`config.mk`:
```
export PLATFORM = sky130hd
export DESIGN_NAME = cwr_decoder
export DESIGN_NICKNAME = d
export VERILOG_FILES = /design/src/rtl/cwr_decoder.sv
export SDC_FILE = /design/constraint.sdc
export NUM_CORES = 1
export LEC_CHECK = 0
export CAP_MARGIN = 20
export CORE_MARGIN = 10
export CORE_UTILIZATION = 25
export CTS_BUF_LIST = sky130_fd_sc_hd__clkbuf_4 sky130_fd_sc_hd__clkbuf_8 sky130_fd_sc_hd__clkbuf_16
export DETAILED_ROUTE_END_ITERATION = 8
export PLACE_DENSITY = 0.59
export SETUP_SLACK_MARGIN = 0.1
export SLEW_MARGIN = 10
export SYNTH_ARGS = -nofsm -noshare
export SYNTH_HDL_FRONTEND = slang
export SYNTH_SLANG_ARGS = --single-unit
```
`constraint.sdc`:
```
create_clock -name clk -period 1.3 [get_ports clk]
set_input_delay 0.26 -clock clk [delete_from_list [all_inputs] [get_ports clk]]
set_output_delay 0.26 -clock clk [all_outputs]
set_load 0.03 [all_outputs]
```
`src/rtl/cwr_decoder.sv`:
```
// cwr_decoder: 8254 control word register capture and per-counter decode
module cwr_decoder #(
    parameter logic [1:0] CWR_ADDR   = 2'b11,
    parameter logic [5:0] RESET_MODE = 6'b010000
) (
    input  logic       clk,
    input  logic       reset,
    input  logic [7:0] databus,
    input  logic [1:0] addrbus,
    input  logic       RWbus,
    input  logic       wr_strobe,
    output logic [5:0] CWRmode0,
    output logic [5:0] CWRmode1,
    output logic [5:0] CWRmode2,
    output logic [1:0] read_back0,
    output logic [1:0] read_back1,
    output logic [1:0] read_back2,
    output logic [2:0] cw_load,
    output logic [2:0] cw_valid,
    output logic       cmd_error
);
    logic [5:0] mode_q [3];
    logic [5:0] mode_d [3];
    logic [1:0] rb_q [3];
    logic [1:0] rb_d [3];
    logic [2:0] load_q, load_d, valid_q, valid_d;
    logic       err_q, err_d;
    logic       wr;
    logic [1:0] sc, rw;
    logic [2:0] m;

    assign wr = wr_strobe && !RWbus && addrbus == CWR_ADDR;
    assign sc = databus[7:6];
    assign rw = databus[5:4];
    // modes 6 and 7 are aliases of modes 2 and 3
    assign m  = (databus[3:2] == 2'b11) ? {1'b0, databus[2:1]} : databus[3:1];

    // decode one control word into next mode, pulse and sticky-valid values
    always_comb begin
        for (int i = 0; i < 3; i++) begin
            load_d[i] = wr && sc == 2'(i) && rw != 2'b00;
            mode_d[i] = load_d[i] ? {rw, m, databus[0]} : mode_q[i];
            rb_d[i]   = (wr && sc == 2'(i) && rw == 2'b00) ? 2'b01 :
                        (wr && sc == 2'b11 && !databus[0] && databus[1+i]) ? rw : 2'b11;
        end
        valid_d = valid_q | load_d;
        err_d   = wr && sc == 2'b11 && databus[0];
    end

    // register state; reset overrides any write in the same cycle
    always_ff @(posedge clk) begin
        if (reset) begin
            for (int i = 0; i < 3; i++) begin
                mode_q[i] <= RESET_MODE;
                rb_q[i]   <= 2'b11;
            end
            load_q  <= 3'b000;
            valid_q <= 3'b000;
            err_q   <= 1'b0;
        end else begin
            for (int i = 0; i < 3; i++) begin
                mode_q[i] <= mode_d[i];
                rb_q[i]   <= rb_d[i];
            end
            load_q  <= load_d;
            valid_q <= valid_d;
            err_q   <= err_d;
        end
    end

    assign CWRmode0   = mode_q[0];
    assign CWRmode1   = mode_q[1];
    assign CWRmode2   = mode_q[2];
    assign read_back0 = rb_q[0];
    assign read_back1 = rb_q[1];
    assign read_back2 = rb_q[2];
    assign cw_load    = load_q;
    assign cw_valid   = valid_q;
    assign cmd_error  = err_q;
endmodule

```
==> reports/qor.tcl, run 1 <==
set qor(cp-startpoint) {rb_q[0][1]}
set qor(root_buffer) {sky130_fd_sc_hd__clkbuf_8}
set qor(whs_endpoint) {cw_valid[2]}
set qor(io_buffers) 44
set qor(critPathTopFamily) {flip-flops}
set qor(global_route.usage.total_pct) 8.45
set qor(grt_first_pass_wirelength_um) 5590
set qor(slew_headroom_pct) 81.9
set qor(dp.cells) 240
set qor(grt_start_max_net_pins) 24
set qor(detailedPlace.worstSlack_ns) -0.473
set qor(path_class) {flip-flop to primary output}
set qor(crit_path_start_kind) {flip-flop}
set qor(layout.cells.non_filler) 247
set qor(arrival_ns) 0.91
set qor(grt_overflow) 0
set qor(ys_dominant_reg_cell) {sky130_fd_sc_hd__dfxtp_1}
set qor(detail_route.wirelength_um) 3470
set qor(dr_total_vias) 1068
set qor(syn_area_um2) 1220
set qor(crit_buf_inv) 1
set qor(fraction_of_final_layout_cells_sized_beyond_drive_strength_1_pct) 37.8
set qor(timing.final.crit_period_ns) 1.17
set qor(post_route_worst_setup_slack_ns) 0.128
set qor(dp_hpwl_um) 2760
set qor(clock_latency_ns) 0.28
set qor(core_um2) 4720
set qor(cp.required_ns) 1.04
set qor(drt_first_pass_iters) 4
set qor(powerDensity_nw_per_um2) 975
set qor(grt_antenna_before_repair) 0
set qor(clk_transition_reported_paths_ns) 0.06
set qor(floorplan.initialDensity_pct) 25.9
set qor(endpoint_kind) {primary output}
set qor(place_congestion) 0.746
set qor(drv_slew) 0
set qor(r2r_end) {mode_q[0][10]}
set qor(tritoncts_num_sinks) 31
set qor(final-hold-violation-count) 0
set qor(row_count) 25
set qor(clock_tree_from_tritoncts) {done}
set qor(synth_cell_type_count) 31
set qor(maxCapViolations) 0
set qor(filler_cell_count) 472
set qor(chipWidth_um) 90.0
set qor(viasPerCell) 4.32
set qor(fin_crit_sh_pct) 90.2
set qor(final_antenna_net_count) 0
set qor(first_global_vias) 1124
set qor(pin_count) 45
set qor(nets) 194
set qor(cts_made_buffers) 5
set qor(detail_route.iter0.violations) 36
set qor(synth_largest_type_area_fraction_pct) 50.7
set qor(timing.critical_path.slowest_stage_cell) {sky130_fd_sc_hd__dfxtp_1}
set qor(postCtsSetupRepairBufs) 0
set qor(max_freq_mhz) 853
set qor(rsz0062_at_grt) {yes}
set qor(area.growth.synth_to_final_pct) 57.5
set qor(clock_tree.htree_level_count) 2
set qor(cts-root-to-sink-buffers) 2
set qor(reg2reg_setup_slack_ns) 0.60
set qor(totalPowerFinal_w) 0.00188
set qor(post_syn_instances) 118
set qor(rr_startpoint) {mode_q[0][10]}
set qor(ys_seq_area_share_pct) 50.7
set qor(setup_viol_count_final) 0
set qor(leading_cell_types_in_the_layout_fill_and_taps_excluded) {sky130_fd_sc_hd__buf_4 (32), sky130_fd_sc_hd__dfxtp_1 (31), sky130_fd_sc_hd__nand2b_1 (18), sky130_fd_sc_hd__mux2i_1 (12), sky130_fd_sc_hd__clkdlybuf4s15_2 (8)}
set qor(hold_path_class) {flip-flop to flip-flop}
set qor(post-route-drc-count) 0
set qor(crit_path_max_incr_delay_ns) 0.33
set qor(synth-async-reset-ratio_pct) 0
set qor(die-area_um2) 8090
set qor(syn-num-nets) 132
set qor(synth_area_leader_cell) {sky130_fd_sc_hd__dfxtp_1}
set qor(leakage_power_total_nw) 0.860
set qor(wl_per_cell_um) 14.0
set qor(status) {finished clean}
set qor(post_synth.cell_area_avg_um2) 10.4
set qor(worst_ir_drop_vdd_uv) 470
set qor(yosys_register_bits) 31
set qor(top_cells_by_area_in_the_synthesized_netlist) {sky130_fd_sc_hd__dfxtp_1 (51%), sky130_fd_sc_hd__mux2i_1 (9.8%), sky130_fd_sc_hd__nand2b_1 (9.2%)}
set qor(final_common_cell) {sky130_fd_sc_hd__buf_4}
set qor(synth_edf_count) 0
set qor(clock_skew_ns) 0
set qor(tightest_slew_ns) 0.271
set qor(worst-path-max-fanout) 1
set qor(ff2ff_path_depth) 1
set qor(min_from) {cw_valid[2]}
set qor(hold_depth) 2
set qor(die-height_um) 90.0
set qor(cp_cell_sequence) {clkdlybuf4s15_2}
set qor(antenna_cells_inserted) 0
set qor(yosys_warnings) 0
## worst max-delay path by stage
stage	to	slack, ns	cells after the start
CTS	cw_valid[1]	0.09	1
detailed placement	mode_q[0][8]	-0.47	6
floorplan	rb_q[0][4]	-0.02	4
global placement	rb_q[0][4]	-0.43	4
finish	read_back0[1]	0.13	1
global route	mode_q[0][16]	0.07	4
## registers in the layout (all words and copies together) (netlist names)
name and count:
mode_q 18, cmd_error 1, cw_load 3, rb_q 6
cw_valid 3
## cells by family after synthesis
| logic type | Yosys count | share of synthesized area, % |
|---|---|---|
| mux | 12 | 9.82 |
| flops | 31 | 50.7 |
| buf+inv | 10 | 3.99 |
| compound gates | 12 | 6.85 |
| simple gates | 53 | 28.6 |
## area by class of cell
cell class | instances | area, um2 | area share, %
Inverter | 4 | 15.0 | 0.779
Timing Repair Buffer | 61 | 532 | 27.6
Multi-Input combinational cell | 77 | 588 | 30.5
Clock inverter | 1 | 5.00 | 0.260
Sequential cell | 31 | 621 | 32.2
Clock buffer | 6 | 82.6 | 4.29
Tap cell | 67 | 83.8 | 4.35
## per-stage QoR
stage | cell area [um2] | TNS [ns] | utilization (%) | hold slack [ns]
2_1_floorplan | 1220 | -0.0255 | - | 0.336
3_3_place_gp | 1820 | -10.72 | 38.5 | 0.432
3_5_place_dp | 1820 | -11.58 | 38.5 | 0.442
4_1_cts | 1940 | 0 | 41.0 | 0.452
5_1_grt | 1930 | 0 | 40.8 | 0.475
6_report | 1930 | 0 | 40.8 | 0.446
## repair_timing
action	in CTS	in global routing
resized for setup	59	8
setup endpoints to repair	41	11
pin swaps	2	2
hold buffers	0	0
## power by group
part	total [W]	switching, W	internal [W]
clock network	0.000744	0.000330	0.000414
registers	0.000958	0.00000280	0.000955
logic	0.000177	0.0000890	0.0000879
## layer usage
layer	share of wire, %	vias to the layer above	GRT usage [%]
met2	48	32	14.2
met5	0	-	0
met1	44	494	9.33
met3	6.1	5	3.24
met4	1.4	0	3.58
li1	-	537	-
## synth_stat cells (all sizes together), types with 2 or more instances
master	n
nand2	3
a21oi	3
clkbuf	4
nor2	4
nor3	3
or4b	3
a211o	3
and3	4
buf	2
dfxtp	31
inv	4
nand2b	18
o22ai	3
mux2i	12
nand3	8
No activity file was read; power rests on OpenSTA's default activity.
==> run 2, diff against run 1 <==
CORE_UTILIZATION = 39   (was 25)
PLACE_DENSITY = 0.81   (was 0.59)
==> run 2 against run 1 <==
Against the previous run:
- first-iteration DRC count up 78%
- highest routed layer unchanged
- routed wire length fell by 4.8%
- global-route usage is 3.0 points higher
- fmax is 1.0% lower
- clock skew unchanged
- cell count decreased by 8.5%
- critical path depth rose by 4
- die area decreased by 29%
- setup slack worse by 0.012 ns
- via count up 4.5%
- cell area down 8.6%
==> reports/qor.tcl, run 2 (synthesis results as in run 1) <==
set qor(critPathTopFamily) {buffers and inverters}
set qor(dr_total_vias) 1116 ;# +4.5%
set qor(p_sw_w) 0.000404 ;# -4.3%
set qor(leakage_power_total_nw) 0.826 ;# -3.9%
set qor(grt_first_pass_wirelength_um) 5380 ;# -3.8%
set qor(path_class) {input pin to flip-flop}
set qor(crit_path_max_incr_delay_ns) 0.42 ;# +0.09 ns
set qor(pwr-share-comb_pct) 10.1 ;# +0.7 points
set qor(cp-startpoint) {databus[4]}
set qor(post-route-drc-count) 0 ;# unchanged
set qor(totalPowerFinal_w) 0.00169 ;# -9.8%
set qor(arrival_ns) 1.40 ;# +0.49 ns
set qor(antenna_cells_inserted) 0 ;# unchanged
set qor(clock_skew_ns) 0 ;# unchanged
set qor(cts_made_buffers) 5 ;# unchanged
set qor(post_route_worst_setup_slack_ns) 0.116 ;# -0.0119 ns
set qor(clk_transition_reported_paths_ns) 0.09 ;# +0.03 ns
set qor(place_congestion) 0.885 ;# +19%
set qor(detail_route.iter0.violations) 64 ;# +78%
set qor(crit_path_start_kind) {input pin}
set qor(final_common_cell) {sky130_fd_sc_hd__buf_4}
set qor(r2r_end) {mode_q[0][4]}
set qor(cp.required_ns) 1.51 ;# +0.47 ns
set qor(fin_util_pct) 58.1 ;# +17 points
set qor(floorplan.initialDensity_pct) 40.4 ;# +15 points
set qor(drv_slew) 0 ;# unchanged
set qor(timing.critical_path.slowest_stage_cell) {sky130_fd_sc_hd__clkdlybuf4s50_1}
set qor(status) {finished clean}
set qor(nets) 195 ;# +0.52%
set qor(wl_per_cell_um) 14.6 ;# +4.0%
set qor(global_route.usage.total_pct) 11.5 ;# +3.0 points
set qor(largest-register) {mode_q}
set qor(tightest_slew_ns) 0.332 ;# +0.0612 ns
set qor(fin_crit_sh_pct) 91.1 ;# +0.92 points
set qor(grt_antenna_before_repair) 0 ;# unchanged
set qor(grt_overflow) 0 ;# unchanged
set qor(max_freq_mhz) 844 ;# -1.0%
set qor(crit_end) {rb_q[0][5]}
set qor(tns_ns) 0 ;# unchanged
set qor(tritoncts_num_sinks) 31 ;# unchanged
set qor(detail_route.wirelength_um) 3300 ;# -4.8%
set qor(area_occupied_by_multi_input_gates_um2) 573 ;# -2.6%
set qor(final_antenna_net_count) 0 ;# unchanged
set qor(setup_viol_count_final) 0 ;# unchanged
set qor(filler_cell_count) 278 ;# -41%
set qor(ff2ff_path_depth) 1 ;# unchanged
set qor(root_buffer) {sky130_fd_sc_hd__clkbuf_4}
set qor(maxCapViolations) 0 ;# unchanged
set qor(rr_startpoint) {mode_q[0][4]}
set qor(viasPerCell) 4.94 ;# +14%
set qor(cp_cell_sequence) {clkdlybuf4s50_1 > buf_4 > nor3_2 > a31oi_1 > or3_1}
set qor(placed_area_um2) 1770 ;# -2.5%
set qor(register_area_um2) 621 ;# unchanged
set qor(seq_power_share_pct) 56.4 ;# +5.4 points
set qor(sw_frac_of_total_pct) 23.8 ;# +1.4 points
set qor(fraction_of_final_layout_cells_sized_beyond_drive_strength_1_pct) 37.9 ;# +0.13 points
set qor(worst-path-max-fanout) 8 ;# +7
set qor(clock_tree.htree_level_count) 2 ;# unchanged
set qor(reg2reg_setup_slack_ns) 0.63 ;# +0.03 ns
set qor(hold_path_class) {input pin to flip-flop}
set qor(drt_first_pass_iters) 4 ;# unchanged
set qor(row_count) 20 ;# -20%
set qor(leading_cell_types_in_the_layout_fill_and_taps_excluded) {sky130_fd_sc_hd__buf_4 (32), sky130_fd_sc_hd__dfxtp_1 (31), sky130_fd_sc_hd__nand2b_1 (18), sky130_fd_sc_hd__buf_2 (18), sky130_fd_sc_hd__mux2i_1 (12)}
set qor(worst_ir_drop_vdd_uv) 506 ;# +7.7%
set qor(slew_headroom_pct) 77.8 ;# -4.1 points
set qor(die-area_um2) 5780 ;# -29%
set qor(chipWidth_um) 76.0 ;# -16%
set qor(crit_buf_inv) 2 ;# +1
set qor(core_um2) 3030 ;# -36%
set qor(final-hold-violation-count) 0 ;# unchanged
set qor(area.growth.synth_to_final_pct) 43.9
set qor(dp_hpwl_um) 2540 ;# -8.0%
set qor(detailedPlace.worstSlack_ns) -0.600 ;# -0.126 ns
set qor(first_global_vias) 1106 ;# -1.6%
set qor(rsz0062_at_grt) {no}
set qor(clock_tree_from_tritoncts) {done}
set qor(finish.instance_area_um2) 1760 ;# -8.6%
set qor(io_buffers) 44 ;# unchanged
set qor(cts-root-to-sink-buffers) 2 ;# unchanged
set qor(path_depth) 5 ;# +4
set qor(internal-power_w) 0.00129 ;# -11%
set qor(largest_register_ffs) 18 ;# unchanged
set qor(timing.final.crit_period_ns) 1.18 ;# +0.0119 ns
set qor(powerDensity_nw_per_um2) 963 ;# -1.3%
set qor(clock_latency_ns) 0.32 ;# +0.04 ns
set qor(layout_top_registers) {mode_q: 18 flops, rb_q: 6 flops}
set qor(pin_count) 45 ;# unchanged
set qor(clock_power_share_pct) 33.5 ;# -6.1 points
set qor(die-height_um) 76.0 ;# -16%
set qor(endpoint_kind) {flip-flop}
set qor(grt_start_max_net_pins) 21 ;# -13%
run 2: what timing repair did:
action	4_1_cts	5_1_grt
endpoints found under the hold margin	0	0
hold buffers	0	0
pin swaps	3	3
setup buffers	2	0
gates resized for setup	94	11
endpoints found under the setup margin	46	20
run 2: area by class of cell:
type | count | share of cell area, %
inverter | 4 | 0.853
clock inverter | 1 | 0.284
sequential | 31 | 35.3
timing repair buffer | 62 | 24.9
clock buffer | 7 | 2.99
multi-input combinational | 77 | 32.6
tap | 44 | 3.13
run 2: power groups by stage:
stage                     logic [W]  clock network [W]  registers, W
after floorplan           0.0000590                  0      0.000989
after global placement     0.000169                  0      0.000979
after detailed placement   0.000172                  0      0.000979
after CTS                  0.000165           0.000581      0.000957
after global routing       0.000184           0.000615      0.000958
final                      0.000170           0.000568      0.000957
run 2: worst min path at each step:
stage / end / slack (ns) / start / depth (start not counted)
after floorplan: cw_load[2] / 0.34 / databus[6] / 1
after detailed placement: cw_valid[2] / 0.44 / cw_valid[2] / 2
after global routing: mode_q[0][17] / 0.44 / databus[5] / 4
final: rb_q[0][1] / 0.41 / databus[5] / 3
after CTS: cw_load[1] / 0.43 / RWbus / 4
after global placement: cw_valid[1] / 0.43 / cw_valid[1] / 2
run 2: through the flow:
| step | hold slack (ns) | instances |
|---|---|---|
| final | 0.409 | 226 |
| after global routing | 0.435 | 226 |
| after CTS | 0.427 | 226 |
| after detailed placement | 0.439 | 216 |
| after global placement | 0.432 | 216 |
| after floorplan | 0.336 | 118 |
run 2: routing by layer:
layer	vias up	share of wire, %	wire length [um]	GRT usage, %
li1	538	-	-	-
met1	526	46	1500	13.4
met2	46	45	1500	17.8
met3	6	6.8	223	3.77
met4	0	2.3	75	6.82
met5	-	0	0	0
==> patch 1, RTL diff (settings of run 2) <==
Remove the register `err_q`: a continuous assignment takes its place, so the output `cmd_error` follows one clock earlier.
--- a/src/rtl/cwr_decoder.sv
+++ b/src/rtl/cwr_decoder.sv
@@ -56,7 +56,6 @@
             end
             load_q  <= 3'b000;
             valid_q <= 3'b000;
-            err_q   <= 1'b0;
         end else begin
             for (int i = 0; i < 3; i++) begin
                 mode_q[i] <= mode_d[i];
@@ -64,9 +63,10 @@
             end
             load_q  <= load_d;
             valid_q <= valid_d;
-            err_q   <= err_d;
         end
     end
+
+    assign err_q = err_d;
 
     assign CWRmode0   = mode_q[0];
     assign CWRmode1   = mode_q[1];
Formal check against the unedited RTL: not equivalent (a bounded check fails within 4 cycles, from zero or initial values and one cycle with reset high).
==> patch 1 against run 2 <==
Design area grew 4.3%. Register-to-register slack barely moved. Routed wire length grew 5.2%. Clock power up 4.0%. Sequential cell count down 1. Total power is 0.92% higher. Area after synthesis is 4.3% higher. Worst setup slack got worse by 0.038 ns. Critical path type is now primary input to primary output.
==> patch 1: results (changes against run 2) <==
\begin{tabular}{lr}
\hline
Metric & Value \\
\hline
\multicolumn{2}{l}{\textbf{Outcome}} \\
Status & finished clean \\
\multicolumn{2}{l}{\textbf{Worst setup path}} \\
Biggest cell delay along the critical path & 0.24 ns (-0.18 ns) \\
Endpoint arrival time on the critical path & 0.96 ns (-0.44 ns) \\
End of the worst register-to-register path & mode\_q[0][10] \\
Worst reg2reg path startpoint & mode\_q[0][10] \\
Crit-path slowest cell & sky130\_fd\_sc\_hd\_\_nand4b\_1 \\
Kind of cell adding the most delay to the critical path & simple AND/OR/NAND/NOR gates \\
\multicolumn{2}{l}{\textbf{Yosys}} \\
Synth Net Count & 135 (+2.3\%) \\
Post-synthesis sequential area ratio & 47.06\% (-3.7 points) \\
Ranking of synthesized cells by instance count & 30 x sky130\_fd\_sc\_hd\_\_dfxtp\_1, 18 x sky130\_fd\_sc\_hd\_\_nand2b\_1, 12 x sky130\_fd\_sc\_hd\_\_mux2i\_1 \\
Top area cells in the synthesized netlist & sky130\_fd\_sc\_hd\_\_dfxtp\_1 47\%, sky130\_fd\_sc\_hd\_\_mux2i\_1 9.4\%, sky130\_fd\_sc\_hd\_\_nand2b\_1 8.8\% \\
\multicolumn{2}{l}{\textbf{Global routing}} \\
Overall fraction of global-route tracks in use & 12.05\% (+0.56 points) \\
Via count of the first global-routing pass & 1220 (+10\%) \\
First-pass GRT wire length & 5.747 mm (+6.9\%) \\
Largest net degree at the start of global routing & 29 (+38\%) \\
\multicolumn{2}{l}{\textbf{Placement}} \\
Worst setup slack before clock tree synthesis & -0.3743 ns (+0.2253 ns) \\
Placed Area & 0.001848 mm² (+4.4\%) \\
Number of cells after detailed placement & 223 (+3.2\%) \\
\multicolumn{2}{l}{\textbf{Hold path}} \\
Capture endpoint of the worst hold path & mode\_q[0][17] \\
\multicolumn{2}{l}{\textbf{Pwr}} \\
Internal power contribution & 1.300 mW (+0.76\%) \\
Maximum vdd drop & 415.7 µV (-18\%) \\
\multicolumn{2}{l}{\textbf{Drt}} \\
DRT iter0 DRCs & 29 (-55\%) \\
DR vias & 1119 (+0.27\%) \\
Routed wire per std cell & 14.96 µm (+2.5\%) \\
\multicolumn{2}{l}{\textbf{Layout}} \\
Number of nets in the layout & 201 (+3.1\%) \\
\# fillers & 300 (+7.9\%) \\
Final cell count without fillers & 232 (+2.7\%) \\
Layout cell share with drive strength beyond 1 & 42.55\% (+4.6 points) \\
P\&R area growth vs syn & 43.92\% (about the same) \\
\multicolumn{2}{l}{\textbf{STA}} \\
Post-route worst hold slack & 0.4068 ns (-0.002347 ns) \\
\hline
\end{tabular}
## patch 1: logic make-up (layout without fill, tap and decap cells)
kind of cell / count (synthesis) / in the layout / share of synthesized area, %
AOI/OAI and AO/OA: 12 / 12 / 6.569
DFF: 30 / 30 / 47.06
buffers and inverters: 10 / 77 / 5.490
muxes: 12 / 12 / 9.412
and+or+nand+nor: 57 / 57 / 31.47
## patch 1: what timing repair did
item,CTS,global route
pin swaps,3,2
resized for setup,113,12
buffers inserted,1,0
cloned,0,0
setup endpoints to repair,44,5
## patch 1: area by class of cell
type / count / share of cell area [%]
clock buffers: 7 / 3.202
clock inverters: 1 / 0.2725
inverters: 4 / 0.8174
multi-input cells: 81 / 34.60
flip-flops and latches: 30 / 32.70
well taps: 44 / 2.997
repair buffers: 65 / 25.41
## patch 1: power groups by stage
stage	logic, mW	registers (mW)	clock network, mW
after floorplan	0.0785	0.957	0
after global placement	0.191	0.947	0
after detailed placement	0.197	0.947	0
after CTS	0.190	0.926	0.615
after global routing	0.208	0.926	0.639
final	0.193	0.926	0.591
## patch 1: worst max-delay path by stage
stage / start / end / cells past startpoint
final: RWbus / cmd_error / 4
after global routing: RWbus / cmd_error / 4
after CTS: databus[6] / cmd_error / 4
after detailed placement: databus[7] / cmd_error / 4
after global placement: databus[7] / cmd_error / 4
after floorplan: RWbus / cmd_error / 2
## patch 1: per-layer routing
| metal | GRT usage (%) | wire (µm) | vias to the layer above |
|---|---|---|---|
| li1 | - | - | 553 |
| met5 | 0 | 0 | - |
| met3 | 2.797 | 136 | 8 |
| met4 | 7.117 | 80 | 0 |
| met2 | 21.07 | 1713 | 37 |
| met1 | 12.83 | 1539 | 521 |
==> patch 2, RTL diff (settings of run 2) <==
Without the edit above. Change the parameter `RESET_MODE` from 6'b010000 to 6'b001000.
--- a/src/rtl/cwr_decoder.sv
+++ b/src/rtl/cwr_decoder.sv
@@ -1,7 +1,7 @@
 // cwr_decoder: 8254 control word register capture and per-counter decode
 module cwr_decoder #(
     parameter logic [1:0] CWR_ADDR   = 2'b11,
-    parameter logic [5:0] RESET_MODE = 6'b010000
+    parameter logic [5:0] RESET_MODE = 6'b001000
 ) (
     input  logic       clk,
     input  logic       reset,
Function: changed (Yosys sat finds a counterexample within 4 cycles, from zero or initial values and one cycle with reset high).
==> patch 2 against run 2 <==
Critical endpoint is now rb_q[0][3]. Sequential power about the same. Area after synthesis increased by 1.9%. Combinational power is 13% higher. Cell count increased by 2.2%. Hold slack lost 0.085 ns. Total power increased by 6.3%. Design area increased by 3.9%. Critical path type unchanged. Clock power is 15% higher. Routed wire length grew 8.2%. Worst setup slack better by 0.0099 ns. Via count up 1.1%. Sequential cell count did not move. Fmax grew 0.84%.
==> patch 2: results (changes against run 2) <==
\begin{tabular}{lr}
\hline
Metric & Value \\
\hline
\multicolumn{2}{l}{\textbf{Outcome}} \\
Status & finished clean \\
\multicolumn{2}{l}{\textbf{Yosys}} \\
Number of different library cells in the post-synthesis netlist & 30 (-3.2\%) \\
Ranking of synthesized cells by instance count & 31 x sky130\_fd\_sc\_hd\_\_dfxtp\_1, 12 x sky130\_fd\_sc\_hd\_\_mux2i\_1, 12 x sky130\_fd\_sc\_hd\_\_nand2b\_1 \\
Mapped Avg Cell Area & 10.06 µm² (-3.0\%) \\
Post-synthesis sequential area ratio & 49.75\% (-0.97 points) \\
Top area cells in the synthesized netlist & sky130\_fd\_sc\_hd\_\_dfxtp\_1 50\%, sky130\_fd\_sc\_hd\_\_mux2i\_1 9.6\%, sky130\_fd\_sc\_hd\_\_nand2b\_1 6.0\% \\
Fraction of post-synthesis cell area in the top cell type by area & 49.75\% (-0.97 points) \\
Synth Net Count & 138 (+4.5\%) \\
\multicolumn{2}{l}{\textbf{Placement}} \\
Number of cells after detailed placement & 223 (+3.2\%) \\
Gp weighted congestion & 0.8359 (-5.5\%) \\
Total half-perimeter wirelength after legalization and detailed placement & 2.781 mm (+9.6\%) \\
Worst setup slack before clock tree synthesis & -0.4782 ns (+0.1213 ns) \\
\multicolumn{2}{l}{\textbf{STA}} \\
Final worst-path setup slack & 0.1257 ns (+0.009873 ns) \\
Post-route worst hold slack & 0.3237 ns (-0.08545 ns) \\
\multicolumn{2}{l}{\textbf{Global routing}} \\
Overall fraction of global-route tracks in use & 12.28\% (+0.79 points) \\
First-pass GRT wire length & 5.678 mm (+5.6\%) \\
Largest net degree at the start of global routing & 28 (+33\%) \\
Global routing met3 resource utilization & 3.538\% (-0.24 points) \\
GR Util met2 & 19.64\% (+1.9 points) \\
\multicolumn{2}{l}{\textbf{Worst setup path}} \\
Worst reg2reg path depth & 2 (+1) \\
Endpoint arrival time on the critical path & 1.39 ns \\
Max FO, Critical Path & 3 (-5) \\
Worst setup startpoint & databus[5] \\
R2r setup slk & 0.56 ns (-0.07 ns) \\
End of the critical path & rb\_q[0][3] \\
End of the worst register-to-register path & mode\_q[0][10] \\
Worst reg2reg path startpoint & mode\_q[0][10] \\
\multicolumn{2}{l}{\textbf{Layout}} \\
Number of nets in the layout & 200 (+2.6\%) \\
\# fillers & 279 (+0.36\%) \\
Layout cell share with drive strength beyond 1 & 37.97\% (+0.056 points) \\
\multicolumn{2}{l}{\textbf{Pwr}} \\
Power consumption & 1.801 mW (+6.3\%) \\
Power dissipated by switching net loads & 0.4136 mW (+2.4\%) \\
Part of the power in the clock network & 36.2\% (+2.7 points) \\
\multicolumn{2}{l}{\textbf{Hold path}} \\
Startpoint of the lowest-slack hold path & reset \\
Capture endpoint of the worst hold path & cmd\_error \\
\multicolumn{2}{l}{\textbf{Drt}} \\
Wire length on met1 & 1.585 mm (+5.4\%) \\
Via density per instance & 4.883 (-1.1\%) \\
Routed wire per std cell & 15.46 µm (+5.9\%) \\
Wire length reported by the detailed router & 3.571 mm (+8.2\%) \\
Detailed route wirelength on metal2 & 1.757 mm (+17\%) \\
\hline
\end{tabular}
-- patch 2: layout make-up --
| type | instances | area [µm²] | area share, % |
|---|---|---|---|
| Sequential cell | 31 | 620.6 | 33.93 |
| Tap cell | 44 | 55.05 | 3.010 |
| Clock buffer | 8 | 72.57 | 3.967 |
| Timing Repair Buffer | 63 | 459.2 | 25.10 |
| Multi-Input combinational cell | 80 | 603.1 | 32.97 |
| Inverter | 5 | 18.77 | 1.026 |
-- patch 2: critical path, stage by stage --
cell	delay, ns
sky130_fd_sc_hd__clkdlybuf4s50_1	0.42
sky130_fd_sc_hd__buf_4	0.15
sky130_fd_sc_hd__nor2_1	0.13
sky130_fd_sc_hd__buf_4	0.13
sky130_fd_sc_hd__nand4_1	0.09
sky130_fd_sc_hd__a21o_1	0.20
-- patch 2: kinds of logic after synthesis --
kind of cell           synth area share (%)
buffers and inverters                 4.814
multiplexers                          9.629
flip-flops                            49.75
AO/OA/AOI/OAI                         7.724
AND/OR/NAND/NOR                       28.09
